## config.mk

```make
export PLATFORM = sky130hd
export DESIGN_NAME = fb_arbiter_flat
export DESIGN_NICKNAME = d
export VERILOG_FILES = /design/src/rtl/fb_arbiter_pkg.sv /design/src/rtl/fb_arbiter_if.sv /design/src/rtl/fb_rd_tag_pipe.sv /design/src/rtl/fb_arbiter.sv /design/src/flat_wrapper.sv
export SDC_FILE = /design/constraint.sdc
export NUM_CORES = 1
export LEC_CHECK = 0
export BUFFER_PORTS_ARGS = -buffer_cell sky130_fd_sc_hd__buf_2
export CORE_MARGIN = 1.5
export CORE_UTILIZATION = 31
export DETAILED_ROUTE_END_ITERATION = 7
export PLACE_DENSITY = 0.73
export REMOVE_ABC_BUFFERS = 1
export SYNTH_ARGS = -nofsm -noshare
export SYNTH_HDL_FRONTEND = slang
export SYNTH_SLANG_ARGS = --single-unit
```

## constraint.sdc

```tcl
create_clock -name clock -period 2.26 [get_ports clock]
set_input_delay 0.452 -clock clock [delete_from_list [all_inputs] [get_ports clock]]
set_output_delay 0.452 -clock clock [all_outputs]
set_load 0.05 [all_outputs]
```

## src/rtl/fb_arbiter_pkg.sv

```systemverilog
// Shared frame-buffer types: geometry, pixel codes and read-tag format
// used by the frame-buffer arbiter and its read-return pipeline.
package fb_arbiter_pkg;

  localparam int FB_WIDTH  = 320;
  localparam int FB_HEIGHT = 240;
  localparam int FB_WORDS  = FB_WIDTH * FB_HEIGHT;

  typedef enum logic [1:0] {
    PIX_EMPTY  = 2'b00,
    PIX_P1     = 2'b01,
    PIX_P2     = 2'b10,
    PIX_BORDER = 2'b11
  } pixel_t;

  typedef enum logic [1:0] {
    OWN_NONE,
    OWN_VID,
    OWN_GAME
  } owner_t;

  // Travels alongside each RAM access so returned data can be routed.
  typedef struct packed {
    owner_t owner;
    logic   oor;
  } rd_tag_t;

endpackage

```

## src/rtl/fb_arbiter_if.sv

```systemverilog
// Bus bundle between the requesters, the frame-buffer arbiter and the RAM port.
// The arbiter uses the slave modport; requesters and the RAM use master.
interface fb_arbiter_if #(
  parameter int ADDR_W = 19,
  parameter int DATA_W = 2
);
  logic              vid_req;
  logic [ADDR_W-1:0] vid_addr;
  logic              vid_rvalid;
  logic [DATA_W-1:0] vid_rdata;
  logic              vid_drop;

  logic              game_req;
  logic              game_we;
  logic [ADDR_W-1:0] game_addr;
  logic [DATA_W-1:0] game_wdata;
  logic              game_gnt;
  logic              game_rvalid;
  logic [DATA_W-1:0] game_rdata;

  logic [ADDR_W-1:0] ram_address;
  logic              ram_write_enabled;
  logic [DATA_W-1:0] ram_write_data;
  logic [DATA_W-1:0] ram_read_data;

  logic              range_err;

  modport master (
    output vid_req, vid_addr, game_req, game_we, game_addr, game_wdata, ram_read_data,
    input  vid_rvalid, vid_rdata, vid_drop, game_gnt, game_rvalid, game_rdata,
    input  ram_address, ram_write_enabled, ram_write_data, range_err
  );

  modport slave (
    input  vid_req, vid_addr, game_req, game_we, game_addr, game_wdata, ram_read_data,
    output vid_rvalid, vid_rdata, vid_drop, game_gnt, game_rvalid, game_rdata,
    output ram_address, ram_write_enabled, ram_write_data, range_err
  );
endinterface

```

## src/rtl/fb_rd_tag_pipe.sv

```systemverilog
// Delays the per-access tag by RD_LATENCY cycles so it lines up with the
// RAM's read data; flush discards every access still in flight.
module fb_rd_tag_pipe
  import fb_arbiter_pkg::*;
#(
  parameter int RD_LATENCY = 1
) (
  input  logic    clock,
  input  logic    flush,
  input  rd_tag_t tag_p0,
  output rd_tag_t tag_out
);

  rd_tag_t tag_p [RD_LATENCY];

  always_ff @(posedge clock) begin
    if (flush) begin
      for (int i = 0; i < RD_LATENCY; i++) tag_p[i] <= '{owner: OWN_NONE, oor: 1'b0};
    end else begin
      tag_p[0] <= tag_p0;
      for (int i = 1; i < RD_LATENCY; i++) tag_p[i] <= tag_p[i-1];
    end
  end

  assign tag_out = tag_p[RD_LATENCY-1];

endmodule

```

## src/rtl/fb_arbiter.sv

```systemverilog
// Single-port frame-buffer arbiter: video scanout has priority, game logic
// gets idle slots plus a forced slot after STARVE_LIMIT denied cycles.
module fb_arbiter
  import fb_arbiter_pkg::*;
#(
  parameter int ADDR_W       = 19,
  parameter int DATA_W       = 2,
  parameter int FB_WORDS     = fb_arbiter_pkg::FB_WORDS,
  parameter int RD_LATENCY   = 1,
  parameter int STARVE_LIMIT = 8
) (
  input logic         clock,
  input logic         reset,
  fb_arbiter_if.slave bus
);

  localparam int CNT_W = $clog2(STARVE_LIMIT + 1);
  localparam logic [CNT_W-1:0]  STARVE_MAX = CNT_W'(STARVE_LIMIT);
  localparam logic [ADDR_W-1:0] ADDR_END   = ADDR_W'(FB_WORDS);

  logic [CNT_W-1:0]  starve_cnt;
  logic              range_err_q;
  logic              forced;
  logic              vid_win;
  logic              game_win;
  logic              acc_oor;
  logic [ADDR_W-1:0] acc_addr;
  rd_tag_t           tag_p0;
  rd_tag_t           tag_rd;

  always_comb begin
    forced   = 1'b0;
    vid_win  = 1'b0;
    game_win = 1'b0;
    if (!reset) begin
      forced = (starve_cnt == STARVE_MAX) && bus.game_req;
      if (forced)            game_win = 1'b1;
      else if (bus.vid_req)  vid_win  = 1'b1;
      else if (bus.game_req) game_win = 1'b1;
    end

    acc_addr = vid_win ? bus.vid_addr : (game_win ? bus.game_addr : '0);
    acc_oor  = (vid_win || game_win) && (acc_addr >= ADDR_END);

    // Out-of-range accesses are granted but never reach the RAM array.
    bus.vid_drop          = forced && bus.vid_req;
    bus.game_gnt          = game_win;
    bus.ram_address       = acc_oor ? '0 : acc_addr;
    bus.ram_write_enabled = game_win && bus.game_we && !acc_oor;
    bus.ram_write_data    = game_win ? bus.game_wdata : '0;

    tag_p0.owner = vid_win ? OWN_VID : ((game_win && !bus.game_we) ? OWN_GAME : OWN_NONE);
    tag_p0.oor   = acc_oor;

    bus.vid_rvalid  = !reset && (tag_rd.owner == OWN_VID);
    bus.game_rvalid = !reset && (tag_rd.owner == OWN_GAME);
    bus.vid_rdata   = (bus.vid_rvalid && !tag_rd.oor) ? bus.ram_read_data : '0;
    bus.game_rdata  = (bus.game_rvalid && !tag_rd.oor) ? bus.ram_read_data : '0;
    bus.range_err   = range_err_q && !reset;
  end

  always_ff @(posedge clock) begin
    if (reset) begin
      starve_cnt  <= '0;
      range_err_q <= 1'b0;
    end else begin
      if (bus.game_req && !game_win)
        starve_cnt <= (starve_cnt == STARVE_MAX) ? starve_cnt : starve_cnt + 1'b1;
      else
        starve_cnt <= '0;
      if (acc_oor) range_err_q <= 1'b1;
    end
  end

  // Read-return stage boundary: tag pipe aligns owner with ram_read_data
  fb_rd_tag_pipe #(
    .RD_LATENCY(RD_LATENCY)
  ) u_tag_pipe (
    .clock  (clock),
    .flush  (reset),
    .tag_p0 (tag_p0),
    .tag_out(tag_rd)
  );

endmodule

```

## src/flat_wrapper.sv

```systemverilog
// flat-port wrapper written by rule: the top's interface ports become plain ports
module fb_arbiter_flat import fb_arbiter_pkg::*;
#(
  parameter int ADDR_W       = 19,
  parameter int DATA_W       = 2,
  parameter int FB_WORDS     = fb_arbiter_pkg::FB_WORDS,
  parameter int RD_LATENCY   = 1,
  parameter int STARVE_LIMIT = 8
)
  (clock, reset, bus_vid_req, bus_vid_addr, bus_game_req, bus_game_we, bus_game_addr, bus_game_wdata, bus_ram_read_data, bus_vid_rvalid, bus_vid_rdata, bus_vid_drop, bus_game_gnt, bus_game_rvalid, bus_game_rdata, bus_ram_address, bus_ram_write_enabled, bus_ram_write_data, bus_range_err);
  fb_arbiter_if #(.ADDR_W(ADDR_W), .DATA_W(DATA_W)) bus_i ();
  input logic clock;
  input logic reset;
  input wire logic [$bits(bus_i.vid_req)-1:0] bus_vid_req;
  input wire logic [$bits(bus_i.vid_addr)-1:0] bus_vid_addr;
  input wire logic [$bits(bus_i.game_req)-1:0] bus_game_req;
  input wire logic [$bits(bus_i.game_we)-1:0] bus_game_we;
  input wire logic [$bits(bus_i.game_addr)-1:0] bus_game_addr;
  input wire logic [$bits(bus_i.game_wdata)-1:0] bus_game_wdata;
  input wire logic [$bits(bus_i.ram_read_data)-1:0] bus_ram_read_data;
  output wire logic [$bits(bus_i.vid_rvalid)-1:0] bus_vid_rvalid;
  output wire logic [$bits(bus_i.vid_rdata)-1:0] bus_vid_rdata;
  output wire logic [$bits(bus_i.vid_drop)-1:0] bus_vid_drop;
  output wire logic [$bits(bus_i.game_gnt)-1:0] bus_game_gnt;
  output wire logic [$bits(bus_i.game_rvalid)-1:0] bus_game_rvalid;
  output wire logic [$bits(bus_i.game_rdata)-1:0] bus_game_rdata;
  output wire logic [$bits(bus_i.ram_address)-1:0] bus_ram_address;
  output wire logic [$bits(bus_i.ram_write_enabled)-1:0] bus_ram_write_enabled;
  output wire logic [$bits(bus_i.ram_write_data)-1:0] bus_ram_write_data;
  output wire logic [$bits(bus_i.range_err)-1:0] bus_range_err;
  assign bus_i.vid_req = bus_vid_req;
  assign bus_i.vid_addr = bus_vid_addr;
  assign bus_i.game_req = bus_game_req;
  assign bus_i.game_we = bus_game_we;
  assign bus_i.game_addr = bus_game_addr;
  assign bus_i.game_wdata = bus_game_wdata;
  assign bus_i.ram_read_data = bus_ram_read_data;
  assign bus_vid_rvalid = bus_i.vid_rvalid;
  assign bus_vid_rdata = bus_i.vid_rdata;
  assign bus_vid_drop = bus_i.vid_drop;
  assign bus_game_gnt = bus_i.game_gnt;
  assign bus_game_rvalid = bus_i.game_rvalid;
  assign bus_game_rdata = bus_i.game_rdata;
  assign bus_ram_address = bus_i.ram_address;
  assign bus_ram_write_enabled = bus_i.ram_write_enabled;
  assign bus_ram_write_data = bus_i.ram_write_data;
  assign bus_range_err = bus_i.range_err;
  fb_arbiter #(.ADDR_W(ADDR_W), .DATA_W(DATA_W), .FB_WORDS(FB_WORDS), .RD_LATENCY(RD_LATENCY), .STARVE_LIMIT(STARVE_LIMIT)) u_core (.clock(clock), .reset(reset), .bus(bus_i));
endmodule
```

# Word-level counts from Yosys, hierarchy flattened
# Memories as Yosys holds them, arrays and structs flattened.
# Cells that the tools add are included.
# totals
regBits,5
ramBits,3
input_bits,47
out_inout_bits,31
wordCells,50
mem_count,1
# mem_list
memory,words,word_bits,rd,rd_ports_with_merged_regs,write_ports,line,text
u_core.u_tag_pipe.tag_p,1,3,1,0,1,fb_rd_tag_pipe.sv:14,rd_tag_t tag_p [RD_LATENCY];
# op_classes
addsub,1
n_lt_le_gt_ge,1
n_eq_ne,3
mux,21
bitwise_logic,1
n_reduce_logical,20
# ops
op,n
$mux W19,3
$ge A19 B17 Y1 const B,1
$logic_and A1 B1 Y1,12
$mux W1,12
$mux W2,5
$logic_not A1 Y1,5
$add A4 B1 Y4 const B,1
$eq A4 B4 Y1 const B,1
$mux W3,1
$reduce_or A3 Y1,1
$eq A2 B1 Y1 const B,1
$eq A2 B2 Y1 const B,1
$reduce_or A2 Y1,1
$logic_or A1 B1 Y1,1
$not A1 Y1,1

# Logic depth before layout (Yosys ltp)
# logic_depth
ltp_word,10
mapped_depth,9
ltp_nobuf,7

# By module
# From an unflattened synthesis, not the netlist that was laid out.
# unflattened
cells_unflattened,116
hier_area_um2,843.3
# modules_own_cells
mod,instances,cells_each,area_each_um2,seq_area_each_um2
fb_arbiter,1,110,764.5,100.1
fb_rd_tag_pipe,1,6,78.8,60.1

# Worst setup path after synthesis
# No wires, ideal clock.
# synth_timing
kind,reg2out
from,register u_core.starve_cnt[0]
to,output bus_ram_address[10]
t_arrival_ps,2564
required_ps,1808
slack_ps,-756
stages_incl_launch_ff,9
n_path_buf,1
path_cell_list,dfxtp_1 > inv_1 > ha_1 > and3b_1 > a311o_1 > a222oi_1 > o31ai_2 > buf_2 > nor2_1
# synth_via
elab_chain_cells,9
elab_cells_between_ends,12
cone_classes,1 x order compare; 1 x eq/ne; 7 x mux; 3 x reduce/logical
# synth_lines
item,line,text
from (decl),fb_arbiter.sv:21,logic [CNT_W-1:0] starve_cnt;
from (signal assigned),fb_arbiter.sv:68,starve_cnt <= (starve_cnt == STARVE_MAX) ? starve_cnt : starve_cnt + 1'b1;
$eq A4 B4 Y1 (*),fb_arbiter.sv:36,forced = (starve_cnt == STARVE_MAX) && bus.game_req;
$logic_and A1 B1 Y1 (*),fb_arbiter.sv:36,
$mux W1,fb_arbiter.sv:37,if (forced) game_win = 1'b1;
$mux W1,fb_arbiter.sv:35,if (!reset) begin
$mux W19 (2 in series),fb_arbiter.sv:42,acc_addr = vid_win ? bus.vid_addr : (game_win ? bus.game_addr : '0);
$ge A19 B17 Y1,fb_arbiter.sv:43,acc_oor = (vid_win || game_win) && (acc_addr >= ADDR_END);
$logic_and A1 B1 Y1,fb_arbiter.sv:43,
$mux W19 (*),fb_arbiter.sv:48,bus.ram_address = acc_oor ? '0 : acc_addr;
to (decl),flat_wrapper.sv:27,output wire logic [$bits(bus_i.ram_address)-1:0] bus_ram_address;
# Mark *: on every way between the ends. The rest lies on a longest branch, timed or not.

# Worst setup path in the final report
# layout_timing
from,register u_core.starve_cnt[1]
to,output bus_ram_address[15]
# The elaborated chain is that of the path after synthesis.

==> results.md <==
* Status: finished with violations
* Failing checks: negative setup slack
* Fillcell total at 137
* WS Path Type: reg -> out
* Routability congestion estimate from global placement at 0.793
* Vias per Instance at 5.84
* Setup Slack @ Placement at -0.758 ns
* Synth Area in Adders at 3.28%
* Post-synthesis mux area share at 0%
* Power Dens Cells at 364 nW/µm²
* Largest net degree at the start of global routing at 16
* FP Rows at 17
* Post-Place Cell Area at 1280 µm²
* Crit path DAT at 2.42 ns
* Max VDD drop at 285 µV
* Worst min path class: in -> reg
* Final WL at 5.04 mm
* Post-DRT Antenna Nets at 0
* CTS hold repair buffers at 0
* Total congestion overflow at 0
* RR Endpoint: u_core.range_err_q
* Clock Skews at 0.00774 ns
* Hold Vio Cnt, Final at 0
* WL met1 at 1.66 mm
* DR iter-0 viols at 51
* First-pass GRT wire length at 5.86 mm
* # setup viols final at 22
* Worst setup EP type: output pin
* Leak at 0.881 nW
* Clk_lat worst skew at 0.27 ns
* Syn Inst Count at 109
* CP top delay family: compound AO/OA/AOI/OAI gates
* Worst Slack Setup Final at -0.610 ns
* Clock tree sinks at 8
* Hold Crit Depth at 2
* # diodes at 0
* Fraction of layout cells with a size suffix above 1 at 66.2%
* Final cycle utilization of the critical path at 127%
* Worst Path Buf+Inv at 5
* Multi-input logic area at 738 µm²
* Largest family of logic cells by synthesized area: simple AND/OR/NAND/NOR gates
* Startpoint Class: flip-flop
* DRC at 0
* CTS tree: built
* Worst-path cell chain: inv_2 -> ha_4 -> and3b_1 -> a311o_1 -> a222oi_1 -> buf_4 -> buf_12 -> o31ai_4 -> buf_6 -> nor2_4 -> buf_8
* I/O pin cnt at 78
* CP max stage cell: dfxtp_2
* Core Box Area at 2280 µm²
* Fmax at 0.348 GHz
* Vias in the first global route at 1284
* R2R depth at 11
* Hold_ws at 0.372 ns
* Flops & latches, synth at 8
* Initial antenna violation count at 0
* Final Max Tran Viols at 0
* Area growth syn-to-layout at 140%
* Tmin final at 2.87 ns
* Post-synthesis simple-gate area fraction at 36.9%
* Sequential cell area fraction in the yosys report at 21.0%
* Final #Nets at 267
* DR WL met3 at 369 µm
* MaxCap Viol Count at 0
* Max incr delay on CP at 0.33 ns
* Hold path endpoint: u_core.u_tag_pipe.tag_p[0][2]
* Die height at 52.6 µm
* Root buffer cell: clkbuf_4
* IO Port Bufs at 75
* CTS Buffer Depth at 2
* Fin cells at 244
* Clock transition at path regs at 0.06 ns
* RR Startpoint: u_core.starve_cnt[1]
* Worst reg-to-reg setup slack at -0.04 ns
* Register area at 163 µm²
* Levels on crit path at 11
* CTS Buf Count at 3
* First-pass DRT Iterations at 4
* Die extent in x at 52.6 µm
* RSZ-0062 raised after global routing: yes
* WL/cell at 20.7 µm
* Die Area at 2770 µm²
* H-tree Lvls at 1
* Post-synthesis cell type count at 37
* XOR/XNOR share of the synthesized area at 2.30%
* Tot GR Track Use at 29.4%
* Yosys synthesis warning count at 0
* Hold Path Origin: bus_game_we
* Initial Util at 33.5%
* Cells after DPL at 225
* Required time worst endpoint at 1.81 ns
* Uppermost layer routed: met4
* Synth Area in Compound Gates at 28.9%
* Critical path peak fanout at 3
* Post-DP HPWL at 2.42 mm
* Synthesized cell area at 763 µm²
* Synth Area per Inst at 7.00 µm²
* Final non-filler cell area at 1830 µm²
* Met2 wire length at 2.56 mm
* Routed vias at 1426
-- metrics by stage --
step / util (%) / setup TNS [ns] / power (mW)
after floorplan: - / -39.62 / 0.308
after global placement: 56.4 / -9.18 / 0.404
after detailed placement: 56.4 / -12.10 / 0.410
after CTS: 72.1 / -6.85 / 0.597
after global routing: 80.4 / -11.79 / 0.693
final: 80.4 / -9.97 / 0.667
-- logic make-up (layout without fill, tap and decap cells) --
logic type | after synthesis | count (layout)
and+or+nand+nor | 55 | 55
AOI/OAI and AO/OA | 29 | 30
buffers and inverters | 12 | 117
DFF | 8 | 8
adders and majority gates | 2 | 2
xor gates and xnor gates | 2 | 2
other | 1 | 2
-- layer usage --
| layer | up-vias | global-route usage [%] |
|---|---|---|
| met5 | - | 0 |
| met3 | 46 | 8.29 |
| met1 | 652 | 28.3 |
| met4 | 0 | 19.7 |
| li1 | 609 | - |
| met2 | 119 | 53.5 |
-- layout by cell type, fill, tap and decap left out, types with 3 or more instances in the layout --
cell type / instances
buf_2: 55
buf_6: 16
nor2b_1: 3
buf_4: 25
nor2_4: 13
and2_4: 5
nand3_1: 3
a22oi_1: 15
nor2_1: 12
clkbuf_4: 3
buf_8: 11
inv_1: 3
dfxtp_1: 6
nand2b_1: 3
-- timing repair --
action | CTS | global route
endpoints found under the setup margin | 22 | 22
setup buffers | 10 | 6
hold endpoints to repair | 0 | 0
gates resized for setup | 69 | 41
gates cloned | 1 | 1
pin swaps | 21 | 11
-- report_power, final --
| group | internal, mW | total, mW | switching (mW) |
|---|---|---|---|
| sequential | 0.147 | 0.150 | 0.00315 |
| combinational | 0.165 | 0.394 | 0.230 |
| clock | 0.0616 | 0.123 | 0.0610 |
| total | 0.373 | 0.667 | 0.294 |
-- cell usage after synthesis, drive strengths merged --
master | n | share of area (%)
clkbuf | 2 | 0.98
a311o | 1 | 1.3
or2 | 1 | 0.82
a222oi | 1 | 1.3
o31ai | 1 | 1.6
and3 | 2 | 1.6
nor4 | 1 | 0.82
nand3b | 1 | 0.98
dfxtp | 8 | 21
o21ai | 1 | 0.66
or4 | 1 | 0.98
and2b | 1 | 0.98
o311ai | 1 | 1.1
nor2 | 27 | 13
nand2 | 2 | 0.98
and3b | 1 | 1.1
nor4bb | 1 | 1.3
nor2b | 3 | 2.5
or3b | 1 | 1.1
and2 | 5 | 4.1
a211o | 2 | 2.3
nand3 | 3 | 2.0
inv | 5 | 2.5
conb | 1 | 0.49
a22o | 1 | 1.1
a21o | 1 | 0.98
nand4b | 1 | 1.1
nor3 | 1 | 0.66
xor2 | 1 | 1.1
ha | 2 | 3.3
buf | 5 | 3.8
a22oi | 16 | 16
xnor2 | 1 | 1.1
a21oi | 4 | 2.6
nand2b | 3 | 2.5
-- worst max-delay path by stage --
stage | start | to | slack, ns
2_1_floorplan | u_core.starve_cnt[0] | bus_ram_address[0] | -2.00
3_3_place_gp | reset | bus_ram_address[10] | -0.59
3_5_place_dp | reset | bus_ram_address[8] | -0.76
4_1_cts | u_core.starve_cnt[1] | bus_ram_address[15] | -0.43
5_1_grt | u_core.starve_cnt[0] | bus_ram_address[11] | -0.70
6_report | u_core.starve_cnt[1] | bus_ram_address[15] | -0.61
-- state kept, by name, summed over array words and instances (netlist names) --
register,count
u_core.starve_cnt,4
u_core.u_tag_pipe.tag_p,3
u_core.range_err_q,1
-- final cells by class --
type	count	area share, %
timing repair buffer	109	46.6
multi-input combinational	91	40.3
sequential	8	8.89
tap	28	1.91
clock buffer	3	1.23
inverter	5	1.03
Note: power is estimated with default switching activity, not from simulation.
